===== src/rtl/spring_bank.sv =====
// spring_bank -- a bank of N_SPRINGS independent jump springs for a scrolling
// platformer.
//
// Each spring has a position, a valid bit and a small FSM:
// IDLE -> COMPRESS -> LAUNCH -> COOLDOWN -> IDLE.
// A spring compresses while the character stands exactly on top of it. It
// launches once it has been held for HOLD_TICKS frames, then stays inert for
// COOLDOWN_TICKS frames. All FSM and counter advances happen only on
// frame_tick. Placement writes (cfg_we) take effect on any clock edge.
//
// Ports
//   sys_clk             : system clock; all state changes on the rising edge
//   rst                 : asynchronous, active-high reset
//   frame_tick          : one-cycle game-update strobe
//   char_X, char_Y      : top-left corner of the character
//   scroll_left_border  : left edge of the visible window
//   scroll_right_border : right edge of the visible window
//   jump_btn            : player jump button (level); a press during
//                         compression requests a high jump
//   cfg_we/idx/X/Y/valid: write the placement of spring cfg_idx
//   jump                : one-cycle launch pulse (registered)
//   jump_high           : launch strength, valid with jump
//   active_idx          : index of the launching spring, valid with jump
//   spring_compressed   : per-spring flag, high in COMPRESS and LAUNCH
module spring_bank #(
  parameter int N_SPRINGS      = 4,
  parameter int COORD_W        = 9,
  parameter int SPRING_SIZE    = 16,
  parameter int CHAR_SIZE      = 16,
  parameter int HOLD_TICKS     = 4,
  parameter int COOLDOWN_TICKS = 8,
  localparam int IDX_W         = (N_SPRINGS > 1) ? $clog2(N_SPRINGS) : 1
) (
  input  logic                 sys_clk,
  input  logic                 rst,
  input  logic                 frame_tick,
  input  logic [COORD_W-1:0]   char_X,
  input  logic [COORD_W-1:0]   char_Y,
  input  logic [COORD_W-1:0]   scroll_left_border,
  input  logic [COORD_W-1:0]   scroll_right_border,
  input  logic                 jump_btn,
  input  logic                 cfg_we,
  input  logic [IDX_W-1:0]     cfg_idx,
  input  logic [COORD_W-1:0]   cfg_X,
  input  logic [COORD_W-1:0]   cfg_Y,
  input  logic                 cfg_valid,
  output logic                 jump,
  output logic                 jump_high,
  output logic [IDX_W-1:0]     active_idx,
  output logic [N_SPRINGS-1:0] spring_compressed
);

  // Durations of 0 are treated as 1 tick.
  localparam int HOLD_EFF = (HOLD_TICKS < 1) ? 1 : HOLD_TICKS;
  localparam int CD_EFF   = (COOLDOWN_TICKS < 1) ? 1 : COOLDOWN_TICKS;
  localparam int MAX_T    = (HOLD_EFF > CD_EFF) ? HOLD_EFF : CD_EFF;
  localparam int CNT_W    = $clog2(MAX_T + 1) + 1;

  localparam logic [CNT_W-1:0]   HOLD_LAST = CNT_W'(HOLD_EFF - 1);
  localparam logic [CNT_W-1:0]   CD_LAST   = CNT_W'(CD_EFF - 1);
  localparam logic [COORD_W:0]   SPR_EXT   = (COORD_W + 1)'(SPRING_SIZE);
  localparam logic [COORD_W:0]   CHR_EXT   = (COORD_W + 1)'(CHAR_SIZE);

  typedef enum logic [1:0] {
    IDLE     = 2'd0,
    COMPRESS = 2'd1,
    LAUNCH   = 2'd2,
    COOLDOWN = 2'd3
  } state_t;

  logic [N_SPRINGS-1:0] launch_vec;    // spring enters LAUNCH on this edge
  logic [N_SPRINGS-1:0] strength_vec;  // strength latch as it will be stored

  // Character extents are shared by every spring; one extra bit keeps the
  // sums from wrapping near the top of the coordinate range.
  logic [COORD_W:0] char_x_end;
  logic [COORD_W:0] char_y_end;

  assign char_x_end = {1'b0, char_X} + CHR_EXT;
  assign char_y_end = {1'b0, char_Y} + CHR_EXT;

  genvar gi;
  generate
    for (gi = 0; gi < N_SPRINGS; gi++) begin : g_spring
      logic [COORD_W-1:0] x_reg;
      logic [COORD_W-1:0] y_reg;
      logic               valid_reg;
      state_t             state_reg;
      state_t             state_next;
      logic [CNT_W-1:0]   cnt_reg;
      logic [CNT_W-1:0]   cnt_next;
      logic [CNT_W-1:0]   cnt_inc;
      logic               latch_reg;
      logic               latch_next;
      logic               compressed_reg;
      logic               cfg_hit;
      logic               enabled;
      logic               contact;
      logic               go;
      logic [COORD_W:0]   x_end;

      // Indices beyond N_SPRINGS match no generate instance and are dropped.
      assign cfg_hit = cfg_we && (cfg_idx == IDX_W'(gi));
      assign x_end   = {1'b0, x_reg} + SPR_EXT;

      // A spring is live only while some part of it is inside the window.
      assign enabled = valid_reg
                    && (x_reg <= scroll_right_border)
                    && (x_end >= {1'b0, scroll_left_border});

      // Standing exactly on top, horizontal overlap inclusive at both edges.
      assign contact = enabled
                    && (char_y_end == {1'b0, y_reg})
                    && (char_x_end >= {1'b0, x_reg})
                    && ({1'b0, char_X} <= x_end);

      assign cnt_inc = cnt_reg + CNT_W'(1);

      always_comb begin
        state_next = state_reg;
        cnt_next   = cnt_reg;
        latch_next = latch_reg;
        go         = 1'b0;
        if (cfg_hit) begin
          // Re-placing a spring aborts whatever it was doing, launch included.
          state_next = IDLE;
          cnt_next   = '0;
          latch_next = 1'b0;
        end else if (frame_tick) begin
          unique case (state_reg)
            IDLE: begin
              if (contact) begin
                state_next = COMPRESS;
                cnt_next   = '0;
                latch_next = jump_btn;
              end
            end
            COMPRESS: begin
              if (!contact) begin
                state_next = IDLE;
                cnt_next   = '0;
              end else begin
                latch_next = latch_reg | jump_btn;
                cnt_next   = cnt_inc;
                if (cnt_inc >= HOLD_LAST) begin
                  state_next = LAUNCH;
                  go         = 1'b1;
                end
              end
            end
            LAUNCH: begin
              state_next = COOLDOWN;
              cnt_next   = '0;
            end
            COOLDOWN: begin
              // Contact and window position are deliberately ignored here.
              cnt_next = cnt_inc;
              if (cnt_inc >= CD_LAST) begin
                state_next = IDLE;
                cnt_next   = '0;
              end
            end
          endcase
        end
      end

      always_ff @(posedge sys_clk or posedge rst) begin
        if (rst) begin
          x_reg          <= '0;
          y_reg          <= '0;
          valid_reg      <= 1'b0;
          state_reg      <= IDLE;
          cnt_reg        <= '0;
          latch_reg      <= 1'b0;
          compressed_reg <= 1'b0;
        end else begin
          if (cfg_hit) begin
            x_reg     <= cfg_X;
            y_reg     <= cfg_Y;
            valid_reg <= cfg_valid;
          end
          state_reg      <= state_next;
          cnt_reg        <= cnt_next;
          latch_reg      <= latch_next;
          compressed_reg <= (state_next == COMPRESS) || (state_next == LAUNCH);
        end
      end

      assign launch_vec[gi]        = go;
      assign strength_vec[gi]      = latch_next;
      assign spring_compressed[gi] = compressed_reg;
    end
  endgenerate

  // The lowest launching index wins the single shared jump pulse. Other
  // springs launching on the same edge still proceed to COOLDOWN.
  logic [IDX_W-1:0] win_idx;
  logic             win_high;
  logic             any_launch;

  always_comb begin
    win_idx  = '0;
    win_high = 1'b0;
    for (int i = N_SPRINGS - 1; i >= 0; i--) begin
      if (launch_vec[i]) begin
        win_idx  = IDX_W'(i);
        win_high = strength_vec[i];
      end
    end
  end

  assign any_launch = |launch_vec;

  // Launches only occur on frame_tick edges, so the pulse is one cycle wide.
  always_ff @(posedge sys_clk or posedge rst) begin
    if (rst) begin
      jump       <= 1'b0;
      jump_high  <= 1'b0;
      active_idx <= '0;
    end else begin
      jump       <= any_launch;
      jump_high  <= any_launch & win_high;
      active_idx <= any_launch ? win_idx : '0;
    end
  end

endmodule


===== config.mk =====
export PLATFORM = sky130hd
export DESIGN_NAME = spring_bank
export DESIGN_NICKNAME = d
export VERILOG_FILES = /design/src/rtl/spring_bank.sv
export SDC_FILE = /design/constraint.sdc
export NUM_CORES = 1
export LEC_CHECK = 0
export BUFFER_PORTS_ARGS = -buffer_cell sky130_fd_sc_hd__buf_2
export CAP_MARGIN = 5
export CORE_MARGIN = 2
export CORE_UTILIZATION = 60
export CTS_BUF_LIST = sky130_fd_sc_hd__clkbuf_8
export CTS_CLUSTER_DIAMETER = 50
export CTS_CLUSTER_SIZE = 16
export DETAILED_ROUTE_END_ITERATION = 10
export GPL_ROUTABILITY_DRIVEN = 0
export PLACE_DENSITY_LB_ADDON = 0.3
export SKIP_LAST_GASP = 1
export SYNTH_ARGS = -nofsm -noshare
export SYNTH_HDL_FRONTEND = slang
export SYNTH_SLANG_ARGS = --single-unit

===== constraint.sdc =====
create_clock -name sys_clk -period 6.4 [get_ports sys_clk]
set_clock_uncertainty 0.2 [all_clocks]
set_input_delay 0.64 -clock sys_clk [delete_from_list [all_inputs] [get_ports sys_clk]]
set_output_delay 0.64 -clock sys_clk [all_outputs]
set_load 0.01 [all_outputs]

# After elaboration in Yosys (flattened, before gate mapping)
# Index checks and enable logic that the tools add are counted.
dict set report totals {
  register_bits 116
  latchBits 0
  ramBits 0
  rom_bits 0
  in_bits 62
  out_inout_bits 8
  wordCells 244
  n_memories 0
}
dict set report classes {
  addsub 10
  mul 0
  div 0
  order_cmp 24
  eq_ne 31
  n_shift 0
  muxes 101
  n_bitwise 5
  reduce_logical 42
}
# cell count
set op_table {}
lappend op_table {{$mux 5} 20}
lappend op_table {{$ge 10x9->1} 8}
lappend op_table {{$pmux 5 s4} 4}
lappend op_table {{$add 9x5->10 const B} 6}
lappend op_table {{$mux 2} 29}
lappend op_table {{$eq 10x9->1} 4}
lappend op_table {{$le 9x10->1} 4}
lappend op_table {{$mux 1} 40}
lappend op_table {{$le 9x9->1} 4}
lappend op_table {{$pmux 2 s4} 4}
lappend op_table {{$eq 2x2->1 const B} 14}
lappend op_table {{$logic_and 1x1->1} 24}
lappend op_table {{$add 5x1->5 const B} 4}
lappend op_table {{$ge 5x2->1 const B} 4}
lappend op_table {{$ge 5x3->1 const B} 4}
lappend op_table {{$eq 2x1->1 const B} 9}
lappend op_table {{$ne 3x3->1 const B} 4}
lappend op_table {{$logic_not 2->1} 5}
lappend op_table {{$pmux 1 s2} 4}
lappend op_table {{$reduce_and 2->1} 4}
lappend op_table {{$reduce_bool 2->1} 4}
lappend op_table {{$logic_or 1x1->1} 4}
lappend op_table {{$or 1x1->1} 4}
lappend op_table {{$reduce_or 4->1} 1}
lappend op_table {{$and 1x1->1} 1}

# Longest topological paths before layout
dict set report logic_depth {
  ltp_word 15
  mapped_depth 14
  ltp_nobuf 14
}

# Worst setup path before layout
# Ideal clock, no wire load.
dict set report synth_timing {
  kind {input to register}
  startpoint {input port char_X[4]}
  endpoint {register g_spring[1].compressed_reg}
  setup_ns 0.125
  arrival_time_ns 3.248
  t_required_ns 6.075
  slack_ns 2.828
  cell_stages 12
  path_buffers 0
  cell_sequence {ha_1 -> xor2_1 -> ha_1 -> o21a_1 -> o21ai_0 -> nor2_1 -> a2111oi_0 -> a2111oi_2 -> nand2_1 -> a21oi_1 -> o21ai_0 -> mux2_2}
}
dict set report synth_via {
  elab_chain_cells 10
}
# item line_no
set synth_lines {}
lappend synth_lines {{start, declared} 37} ;# input logic [COORD_W-1:0] char_X,
lappend synth_lines {{$add 9x5->10} 79} ;# assign char_x_end = {1'b0, char_X} + CHR_EXT;
lappend synth_lines {{$ge 10x9->1} 114} ;# && (char_x_end >= {1'b0, x_reg})
lappend synth_lines {{$logic_and 1x1->1} 114}
lappend synth_lines {{$logic_and 1x1->1 *} 115} ;# && ({1'b0, char_X} <= x_end);
lappend synth_lines {{$mux 2, on equally long branches} {139, 132}}
lappend synth_lines {{$pmux 2 s4 *} 130} ;# unique case (state_reg)
lappend synth_lines {{$mux 2 *} 129} ;# end else if (frame_tick) begin
lappend synth_lines {{$mux 2 *} 124} ;# if (cfg_hit) begin
lappend synth_lines {{$eq 2x1->1 / $eq 2x2->1 (equally long branches)} 185} ;# compressed_reg <= (state_next == COMPRESS) || (state_next == LAUNCH);
lappend synth_lines {{$logic_or 1x1->1 *} 185}
lappend synth_lines {{end signal, assigned} 185}
lappend synth_lines {{end, declared} 95} ;# logic compressed_reg;
# Every way passes the cells marked *; elsewhere a longest branch is shown, timed or not.
# A chain may end at the register's enable or synchronous reset.

# Final worst setup path
dict set report layout_timing {
  startpoint {register g_spring[2].x_reg[4]}
  endpoint {register g_spring[2].cnt_reg[4]}
}
dict set report layout_via {
  elab_chain_cells 10
}
# item line_no
set layout_lines {}
lappend layout_lines {{start, declared} 85} ;# logic [COORD_W-1:0] x_reg;
lappend layout_lines {{start signal, assigned} 178} ;# x_reg <= cfg_X;
lappend layout_lines {{$add 9x5->10 / $le 9x9->1 (equally long branches)} {104, 108}}
lappend layout_lines {{$ge 10x9->1 / $logic_and 1x1->1 (equally long branches)} {109, 108}}
lappend layout_lines {{$logic_and 1x1->1} 109} ;# && (x_end >= {1'b0, scroll_left_border});
lappend layout_lines {{$logic_and 1x1->1} 113} ;# && (char_y_end == {1'b0, y_reg})
lappend layout_lines {{$logic_and 1x1->1} 114}
lappend layout_lines {{$logic_and 1x1->1 *} 115}
lappend layout_lines {{$mux 5} 139} ;# if (!contact) begin
lappend layout_lines {{$pmux 5 s4} 130}
lappend layout_lines {{$mux 5} 129}
lappend layout_lines {{$mux 5} 124}
lappend layout_lines {{end signal, assigned} 183} ;# cnt_reg <= cnt_next;
lappend layout_lines {{end, declared} 90} ;# logic [CNT_W-1:0] cnt_reg;
# Every way passes the cells marked *; elsewhere a longest branch is shown, timed or not. The select of a mux whose other input is x is not followed.

==> flow_summary.ini <==
[logic_synthesis]
avgSynthCellArea_um2 = 8.58
yosysUniqueCellTypes = 76
syn_inst = 1110
synth_area_um2 = 9520
ys_seq_area_share_pct = 30.5
synthArstFlopShare_pct = 100
synth_edf_count = 0
synth_top_area_share_pct = 30.5
syn_nets = 1314
synthTopCellsByArea = dfrtp_1 (30%), ha_1 (19%), nand2_1 (7.0%), o21ai_0 (3.8%), inv_1 (3.8%)
synth_seq_cells = 116
yosys_warnings = 0
synth_area_leader_cell = dfrtp_1
synthFlopType = dfrtp_1

[setup_path]
critical_path.max_stage_delay_ns = 0.54
cp-endpoint = g_spring[2].cnt_reg[4]$_DFFE_PP0P_
crit_type = reg -> reg
critPathMaxFanout = 6
reg2reg_from = g_spring[2].x_reg[4]$_DFFE_PP0P_
rrSetupSlack_ns = 2.45
path_buf_inv = 1
start_kind = register
timing.critical_path.cells = ha_1, nand3_1, xnor2_1, inv_1, ha_1, and3_1, a221oi_1, a21oi_1, nor3_1, and3b_1, o211ai_1, or4_1, o211ai_1
cp.required_ns = 6.56
r2r-end = g_spring[2].cnt_reg[4]$_DFFE_PP0P_
crit_arrival_ns = 4.11
r2r_cells = 13
setup.worst_path.start = g_spring[2].x_reg[4]$_DFFE_PP0P_
crit_family = simple AND/OR/NAND/NOR gates
cp-end-kind = register
crit_slowest_cell = or4_1
crit_cells = 13

[sta]
worst_slack_ns = 2.45
setup_viol = 0
fin_crit_ns = 3.95
fin_crit_sh_pct = 61.7
maxSlewViolCount = 0
fmax_ghz = 0.253
rsz0062_at_grt = no
max_slew_margin_pct = 34.4
worst_slew_pin_slew_ns = 0.983
hold_viol_final = 0
setup_tns_ns = 0

[floorplan]
die_w_um = 130
rows = 46
core_um2 = 15700
ios = 70
design.die.area_um2 = 16900
initial_core_util_pct = 60.6
die_h_um = 130

[cts]
clock_path_buffers = 2
numCtsBuffers = 17
clk_latency_ns = 0.46
cts_sinks = 116
postCtsHoldBufs = 0
cts-root-buf = clkbuf_8
post-cts-setup-buffer-count = 0
cts_tree = done
clk_pin_slew_ns = 0.08
cts_resized = 0
htree_levels = 4

[layout]
num-fill-cells = 1324
final_cell_mix = nand2_1 (177), ha_1 (142), dfrtp_1 (116), inv_1 (97), o21ai_0 (72)
area.sequential_um2 = 2900
area_growth_pct = 9.46
fin_nets = 1367
layout_commonest_cell = nand2_1
diodes = 0
drive_above_1_share_pct = 12.6
multi_input_area_um2 = 6050

[job]
maxCapViolations = 0

[worst_hold_path]
min_path_type = in -> async

[route]
routedWlPerCell_um = 18.2
drc = 0
first_pass_iters = 5
final_antenna_net_count = 0
wirelength_mm = 25.3
first_iter_violations = 618
vias_per_cell = 6.08
num_vias = 8457

[global_route]
grt_pass1_vias = 8140
grtUsageTotal_pct = 31.2
grt_pass1_wl_mm = 40.8
grt_max_degree = 79
antenna_found_initial = 0
overflow = 0

[status]
status = finished, final reports clean

[placement]
pre_cts_slack_ns = 2.27
hpwl_mm = 19.6
portBuffers = 69

[pwr]
power_leakage_nw = 5.08
power_density_nw_per_um2 = 246
irDropWorstVdd_v = 0.000152
synth_stat cells, drive strengths merged, types with 14 or more instances:
master  instances
a21o           19
nand2b         17
clkbuf         28
nand2         177
inv            96
o21ai          75
nor2           45
nor3           18
xnor2          41
xor2           21
ha            142
nand4          20
and3           14
a21oi          48
dfrtp         116
a211oi         16
nand3          49
worst min-delay path by stage:
stage                                                 start                            endpoint  slack [ns]
after floorplan           g_spring[1].valid_reg$_DFFE_PP0P_   g_spring[1].valid_reg$_DFFE_PP0P_        0.25
after global placement    g_spring[2].valid_reg$_DFFE_PP0P_   g_spring[2].valid_reg$_DFFE_PP0P_        0.26
after detailed placement   g_spring[1].y_reg[8]$_DFFE_PP0P_    g_spring[1].y_reg[8]$_DFFE_PP0P_        0.29
after CTS                                          cfg_Y[0]    g_spring[1].y_reg[0]$_DFFE_PP0P_        0.20
after global routing                               cfg_Y[2]    g_spring[2].y_reg[2]$_DFFE_PP0P_        0.22
final                                                   rst  g_spring[3].cnt_reg[1]$_DFFE_PP0P_        0.19
per-stage QoR:
step,instances,utilization (%),cell area [um^2],hold WS (ns),total power [W]
after detailed placement,1360,63.4,9960,0.287,0.00175
after global routing,1392,66.3,10400,0.222,0.00271
final,1392,66.3,10400,0.187,0.00256
after global placement,1360,63.4,9960,0.262,0.00172
after CTS,1392,66.3,10400,0.202,0.00256
after floorplan,1110,-,9520,0.245,0.00151
power breakdown:
group          switching [W]  total, W  internal [W]
clock               0.000328  0.000799      0.000471
combinational       0.000483  0.000831      0.000348
sequential          0.000107  0.000930      0.000823
cell families after synthesis:
| logic type | Yosys count | share of synthesized area, % |
|---|---|---|
| AO/OA/AOI/OAI | 247 | 16.9 |
| XOR/XNOR | 62 | 5.86 |
| adder cells (fa/ha/maj) | 142 | 18.7 |
| buffers and inverters | 135 | 6.05 |
| flip-flops | 116 | 30.5 |
| multiplexers | 18 | 2.10 |
| AND/OR/NAND/NOR | 390 | 19.9 |
routing by layer:
| layer | GRT usage [%] | wire length (um) |
|---|---|---|
| met5 | 0 | 0 |
| met4 | 13.5 | 921 |
| met3 | 5.21 | 1610 |
| met2 | 50.9 | 11900 |
| met1 | 41.2 | 10900 |
final cells by class:
cell class | instances | area share [%]
repair buffers | 73 | 3.60
flip-flops and latches | 116 | 27.9
well taps | 216 | 2.59
inverters | 96 | 3.48
clock inverters | 14 | 2.02
clock buffers | 18 | 2.38
multi-input cells | 859 | 58.1
No activity file was read; power rests on OpenSTA's default activity.
